$ cat config.mk
export PLATFORM = sky130hd
export DESIGN_NAME = mfi_trace_buffer
export DESIGN_NICKNAME = d
export VERILOG_FILES = /design/src/rtl/mfi_trace_buffer.sv
export SDC_FILE = /design/constraint.sdc
export NUM_CORES = 1
export LEC_CHECK = 0
export BUFFER_PORTS_ARGS = -buffer_cell sky130_fd_sc_hd__buf_2
export CAP_MARGIN = 0
export CORE_MARGIN = 2
export CORE_UTILIZATION = 63
export CTS_CLUSTER_DIAMETER = 40
export DETAILED_ROUTE_END_ITERATION = 8
export GPL_TIMING_DRIVEN = 0
export HOLD_SLACK_MARGIN = 0.02
export PLACE_DENSITY = 0.84
export SLEW_MARGIN = 5
export SYNTH_ARGS = -nofsm -noshare
export SYNTH_HDL_FRONTEND = slang
export SYNTH_SLANG_ARGS = --single-unit
$ cat constraint.sdc
create_clock -name clk -period 15.5 [get_ports clk]
set_input_delay 0.775 -clock clk [delete_from_list [all_inputs] [get_ports clk]]
set_output_delay 0.775 -clock clk [all_outputs]
set_load 0.01 [all_outputs]
$ cat src/rtl/mfi_trace_buffer.sv
// Trace FIFO for retired-instruction records; head is registered-array output, 1-cycle write-to-read.
// Drops and flags overflow when full without a pop; optional PC continuity check under MFI_TRACE_PC_CHECK_EN.
module mfi_trace_buffer #(
   parameter int DEPTH = 8
) (
   input  logic                     clk,
   input  logic                     reset_n,
   input  logic                     mfi_valid,
   input  logic                     mfi_trap,
   input  logic [31:0]              mfi_inst,
   input  logic [31:0]              mfi_pc_rdata,
   input  logic [31:0]              mfi_pc_wdata,
   output logic                     out_valid,
   input  logic                     out_ready,
   output logic [31:0]              out_inst,
   output logic [31:0]              out_pc,
   output logic                     out_trap,
   output logic [$clog2(DEPTH):0]   level,
   output logic                     overflow,
   output logic [31:0]              retire_count,
   output logic                     pc_break
);

   localparam int AW = $clog2(DEPTH);
   localparam logic [AW:0] FULL_LVL = (AW+1)'(DEPTH);

   typedef struct packed {
      logic        trap;
      logic [31:0] pc;
      logic [31:0] inst;
   } rec_t;

   rec_t          mem_q [DEPTH];
   logic [AW-1:0] wr_ptr_q, wr_ptr_d;
   logic [AW-1:0] rd_ptr_q, rd_ptr_d;
   logic [AW:0]   level_q, level_d;
   logic          overflow_q, overflow_d;
   logic [31:0]   retire_q, retire_d;
   logic          full, push, pop;
   rec_t          head;

   always_comb begin
      full       = (level_q == FULL_LVL);
      pop        = (level_q != '0) && out_ready;
      // A pop on the same edge frees the slot, so a full FIFO can still accept.
      push       = mfi_valid && (!full || pop);
      wr_ptr_d   = push ? wr_ptr_q + 1'b1 : wr_ptr_q;
      rd_ptr_d   = pop  ? rd_ptr_q + 1'b1 : rd_ptr_q;
      level_d    = level_q;
      if (push && !pop)      level_d = level_q + 1'b1;
      else if (pop && !push) level_d = level_q - 1'b1;
      overflow_d = overflow_q || (mfi_valid && full && !pop);
      retire_d   = mfi_valid ? retire_q + 32'd1 : retire_q;
   end

   always_ff @(posedge clk or negedge reset_n) begin
      if (!reset_n) begin
         wr_ptr_q   <= '0;
         rd_ptr_q   <= '0;
         level_q    <= '0;
         overflow_q <= 1'b0;
         retire_q   <= '0;
      end else begin
         wr_ptr_q   <= wr_ptr_d;
         rd_ptr_q   <= rd_ptr_d;
         level_q    <= level_d;
         overflow_q <= overflow_d;
         retire_q   <= retire_d;
      end
   end

   // Storage is never reset; contents are only observed while level is non-zero.
   always_ff @(posedge clk) begin
      if (push) mem_q[wr_ptr_q] <= '{trap: mfi_trap, pc: mfi_pc_rdata, inst: mfi_inst};
   end

   assign head         = mem_q[rd_ptr_q];
   assign out_valid    = (level_q != '0);
   assign out_inst     = head.inst;
   assign out_pc       = head.pc;
   assign out_trap     = head.trap;
   assign level        = level_q;
   assign overflow     = overflow_q;
   assign retire_count = retire_q;

`ifdef MFI_TRACE_PC_CHECK_EN
   logic [31:0] prev_pc_q, prev_pc_d;
   logic        have_prev_q, have_prev_d;
   logic        pc_break_q, pc_break_d;

   always_comb begin
      prev_pc_d   = prev_pc_q;
      have_prev_d = have_prev_q;
      pc_break_d  = pc_break_q;
      if (mfi_valid) begin
         prev_pc_d   = mfi_pc_wdata;
         have_prev_d = 1'b1;
         if (have_prev_q && (mfi_pc_rdata != prev_pc_q)) pc_break_d = 1'b1;
      end
   end

   always_ff @(posedge clk or negedge reset_n) begin
      if (!reset_n) begin
         prev_pc_q   <= '0;
         have_prev_q <= 1'b0;
         pc_break_q  <= 1'b0;
      end else begin
         prev_pc_q   <= prev_pc_d;
         have_prev_q <= have_prev_d;
         pc_break_q  <= pc_break_d;
      end
   end

   assign pc_break = pc_break_q;
`else
   logic unused_pc_wdata;
   assign unused_pc_wdata = ^mfi_pc_wdata;
   assign pc_break        = 1'b0;
`endif

endmodule

### Word level (Yosys, flattened, before mapping)

Memories as Yosys holds them, arrays and structs flattened.
Index checks and enable logic that the tools add are counted.

| word-level totals | value |
|---|---|
| bits in registers | 43 |
| bits in writable memories | 520 |
| bits of input ports | 101 |
| output and inout port bits | 104 |
| word-level logic and storage cells | 29 |
| memories kept | 1 |

| operators by class | value |
|---|---|
| add/subtract/negate cells | 5 |
| eq/ne operators | 1 |
| multiplexer cells | 4 |
| reductions and logical operators | 13 |

Memories:

| name | words | bits a word | rd ports | clocked after Yosys merged registers in | write ports | line | source |
|---|---|---|---|---|---|---|---|
| mem_q | 8 | 65 | 1 | 0 | 1 | 33 | `rec_t mem_q [DEPTH];` |

Operators by type and width:

| operator | count |
|---|---|
| $add A32 B1 Y32 const B | 1 |
| $mux W4 | 2 |
| $add A3 B1 Y3 const B | 2 |
| $logic_and A1 B1 Y1 | 6 |
| $add A4 B1 Y4 const B | 1 |
| $eq A4 B4 Y1 const B | 1 |
| $reduce_bool A4 Y1 | 1 |
| $sub A4 B1 Y4 const B | 1 |
| $logic_not A1 Y1 | 3 |
| $logic_or A1 B1 Y1 | 2 |
| $mux W1 | 2 |
| $reduce_bool A2 Y1 | 1 |

### Logic depth before layout (Yosys ltp)

| depth | value |
|---|---|
| word-level depth | 8 |
| mapped depth | 10 |
| mapped depth without buffers | 10 |

### Worst setup path before layout

OpenSTA, ideal clock, no wires.

| timing | value |
|---|---|
| path type | input to register |
| from | input mfi_valid |
| to | memory mem_q[0][0] in the netlist's numbering, enable pin |
| setup time | 568 ps |
| arrival | 5,703 ps |
| data required time | 14,932 ps |
| slack | 9,229 ps |
| stages on the path | 4 |
| path buffers | 1 |
| cells stage by stage | buf_2 o21a_1 nand2b_1 nor3_1 |

| on the way | value |
|---|---|
| word-level cells in the longest chain between the ends | 3 |

RTL lines:

| what | line | source |
|---|---|---|
| start: declaration | 8 | `input logic mfi_valid,` |
| $logic_and A1 B1 Y1 | 46 | `push = mfi_valid && (!full \|\| pop);` |
| named net push | 39 | `logic full, push, pop;` |
| $mux W1 | 74 | `if (push) mem_q[wr_ptr_q] <= '{trap: mfi_trap, pc: mfi_pc_rdata, inst: mfi_inst};` |
| $mux W1 (implied by the code) | 74 |  |
| end: declaration | 33 |  |

The timed path passes the listed nets, and every way through them passes these cells.

### Final worst setup path

| timing | value |
|---|---|
| from | register rd_ptr_q[1] |
| to | output out_inst[4] |

| on the way | value |
|---|---|
| word-level cells in the longest chain between the ends | 1 |

RTL lines:

| what | line | source |
|---|---|---|
| start: declaration | 35 | `logic [AW-1:0] rd_ptr_q, rd_ptr_d;` |
| start signal: assignment | 65 | `rd_ptr_q <= rd_ptr_d;` |
| $mem_v2 Z8 W65 | -- |  |
| end: declaration | 15 | `output logic [31:0] out_inst,` |

No other way between the ends.

==> metrics <==
Post-CTS Hold Buffers=0; final period utilization=roughly 27%; worst setup slack after layout=approximately 11 ns; Critical Path, Cell by Cell=clkbuf_1 -> clkbuf_1 -> clkbuf_1 -> mux4_2 -> mux2_2 -> buf_2; RR Endpoint=mem_q[1][39]; FMAX=between 200 and 250 MHz; Final HPWL DP=around 27 mm; Core Region=approximately 0.034 mm^2; sw frac=just under 30%; clk sinks=between 500 and 600; largest net degree at the start of global routing=44; commonest non-fill, non-tap cell in the layout=edfxtp_1; WP data arrival=approximately 3.4 ns; Cell variety after synth=37; # setup viols final=0; most frequent cells in the layout=edfxtp_1, buf_2, mux4_2; global-route usage over all layers=26.1%; Min-Delay Path Class=input pin to asynchronous set/reset pin; post-route cell area=roughly 0.025 mm^2; post-synth top area cell=edfxtp_1; via/cell ratio=roughly 6.2; vias in the first global route=about 11000; Comb power frac=29.7%; worst r2r src=level[0]; PwrDens=192 mW/mm^2; RSZ-0062 raised after global routing=false; die footprint=0.0356 mm^2; number of core rows=67; CP max FO=10; Num CTS Buffers=between 50 and 60; drt pass-1 iters=5; Die H=about 190 um; DR iter-0 viols=slightly above 900; clock buffer depth=3; Final Critical Period=about 4.2 ns; Reg clk slew, reported paths=about 0.06 ns; root buffer cell=clkbuf_16; Starting Density=between 60 and 70%; clock share of power=about 30%; number of hold violations in the final report=0; main area contributors after synthesis=edfxtp_1, mux4_2, dfrtp_1; Congestion Overflow GR=0; synthesized area per cell=around 23 um^2; slowest stage cell, crit path=clkbuf_1; H-tree levels=2; Gate Count Post-Synth=roughly 940; total negative slack=0 ns; Netlist Area Pre-Place=0.0215 mm^2; Max transition margin=a little over a quarter; sequential share of the synthesized area=just under 80%; Slew Limit Fails=0; CTS tree=done; yosys warns=0; CP top delay family=buffers and inverters; critical path endpoint category=primary output; drt total wl=about 45 mm; Yosys top cell area share=between 70 and 80%; Max VDD drop=around 0.14 mV; critical path's most frequent cell=clkbuf_1; max_cap viols=0; antenna violations before repair=6; fraction of layout cells with a size suffix above 1=between 40% and 50%; input/output buffers=170; number of nets in the layout=between 1000 and 1500; syn nets=~1000; crit path capture=out_inst[4]; DP Worst Slack=~12 ns; Die Width=~190 um; Post-CTS Setup Inserts=0; Worst Setup Start Kind=flop; Internal=about 3500 uW; FF-to-FF path depth=7; Yosys reg bits=about 560; total number of vias=roughly 10000; total power=~4900 uW; Routability Congestion=~0.8; Critical Path RT=about 15 ns; Cell Area, Placed=0.0234 mm^2; r2r setup slk=roughly 12 ns; critical path depth in cells=6; clk_lat worst skew=0.59 ns; worst setup path start=rd_ptr_q[1]; Ports=205; status=finished clean; skew final=approximately 0.016 ns; routed length per instance=around 26 um; Synth-to-Final Area Change=18.4%; crit path buf inv count=4; ANT nets after route=0; sequential share of power=between 40% and 50%; global-route wire length before repair=between 60 and 70 mm; slowest cell delay on critical path=about 0.65 ns; Crit Path Category=flop to primary output; P_sw=between 1000 and 1500 uW; Worst Max-Slew Pin Slew=approximately 1.1 ns; Leakage=between 0.008 and 0.009 uW; PostCTS Resize Cnt=0; DRC viols=0
[metrics by stage]
step / hold slack [ns] / utilization (%) / std cells
5_1_grt: 0.402 / 75.7 / 1696
2_1_floorplan: 0.479 / - / 939
4_1_cts: 0.343 / 75.7 / 1693
3_3_place_gp: 0.433 / 68.2 / 1557
6_report: 0.324 / 75.8 / 1699
3_5_place_dp: 0.454 / 69.7 / 1585
[state kept, by name, indices dropped and copies added (netlist names)]
signal	count
mem_q	520
wr_ptr_q	3
level	4
rd_ptr_q	3
retire_count	32
overflow	1
[power groups by stage]
stage          sequential, uW  clock, uW  combinational (uW)
4_1_cts                  1970       1480                1480
2_1_floorplan            2000          0                 920
3_3_place_gp             2030          0                1360
3_5_place_dp             2000          0                1450
5_1_grt                  1990       1530                1550
6_report                 1970       1460                1450
[routing by layer]
layer,routed length (um),vias up,global-route usage [%]
met4,1390,6,9.41
met2,23300,479,43.6
met5,99,-,1.37
met1,16800,5441,34.6
li1,-,4439,-
met3,3400,102,5.64
[area by class of cell]
cell class | instances | area [um^2]
Buffer | 42 | 183
Timing Repair Buffer | 198 | 1280
Clock buffer | 71 | 1560
Fill cell | 1736 | 8150
Clock inverter | 37 | 474
Inverter | 4 | 15.0
Antenna cell | 6 | 15.0
Multi-Input combinational cell | 330 | 4680
Sequential cell | 563 | 16700
Tap cell | 448 | 561
[cell usage after synthesis (all sizes together)]
cell and count:
mux2i 1, nor3 8, buf 22, nand2 19, edfxtp 520, xnor2 21, nor2 16, or2 1
ha 6, and3 3, nand3 6, a21o 2, o21ai 1, fa 1, nor4b 3, conb 1
or4 1, o21a 1, and4 1, dfrtp 43, clkbuf 20, nand2b 4, nor4 4, nand4 11
mux4 130, xor2 17, inv 4, mux2 69, a21oi 1, or3 2
[cells by family after synthesis]
kind of cell	share of synthesized area, %
DFF	77.6
muxes	17.3
and+or+nand+nor	2.08
buffers and inverters	0.919
xor gates and xnor gates	1.55
adders and majority gates	0.442
AOI/OAI and AO/OA	0.151
other	0.0174
[worst min path at each step]
stage,from,to,slack (ns),cells past startpoint
global route,reset_n,overflow,0.40,1
detailed placement,retire_count[31],retire_count[31],0.45,1
floorplan,reset_n,level[0],0.48,0
global placement,overflow,overflow,0.43,1
CTS,reset_n,level[2],0.34,1
finish,reset_n,level[2],0.32,1
Power figures use the tool's default switching activity.
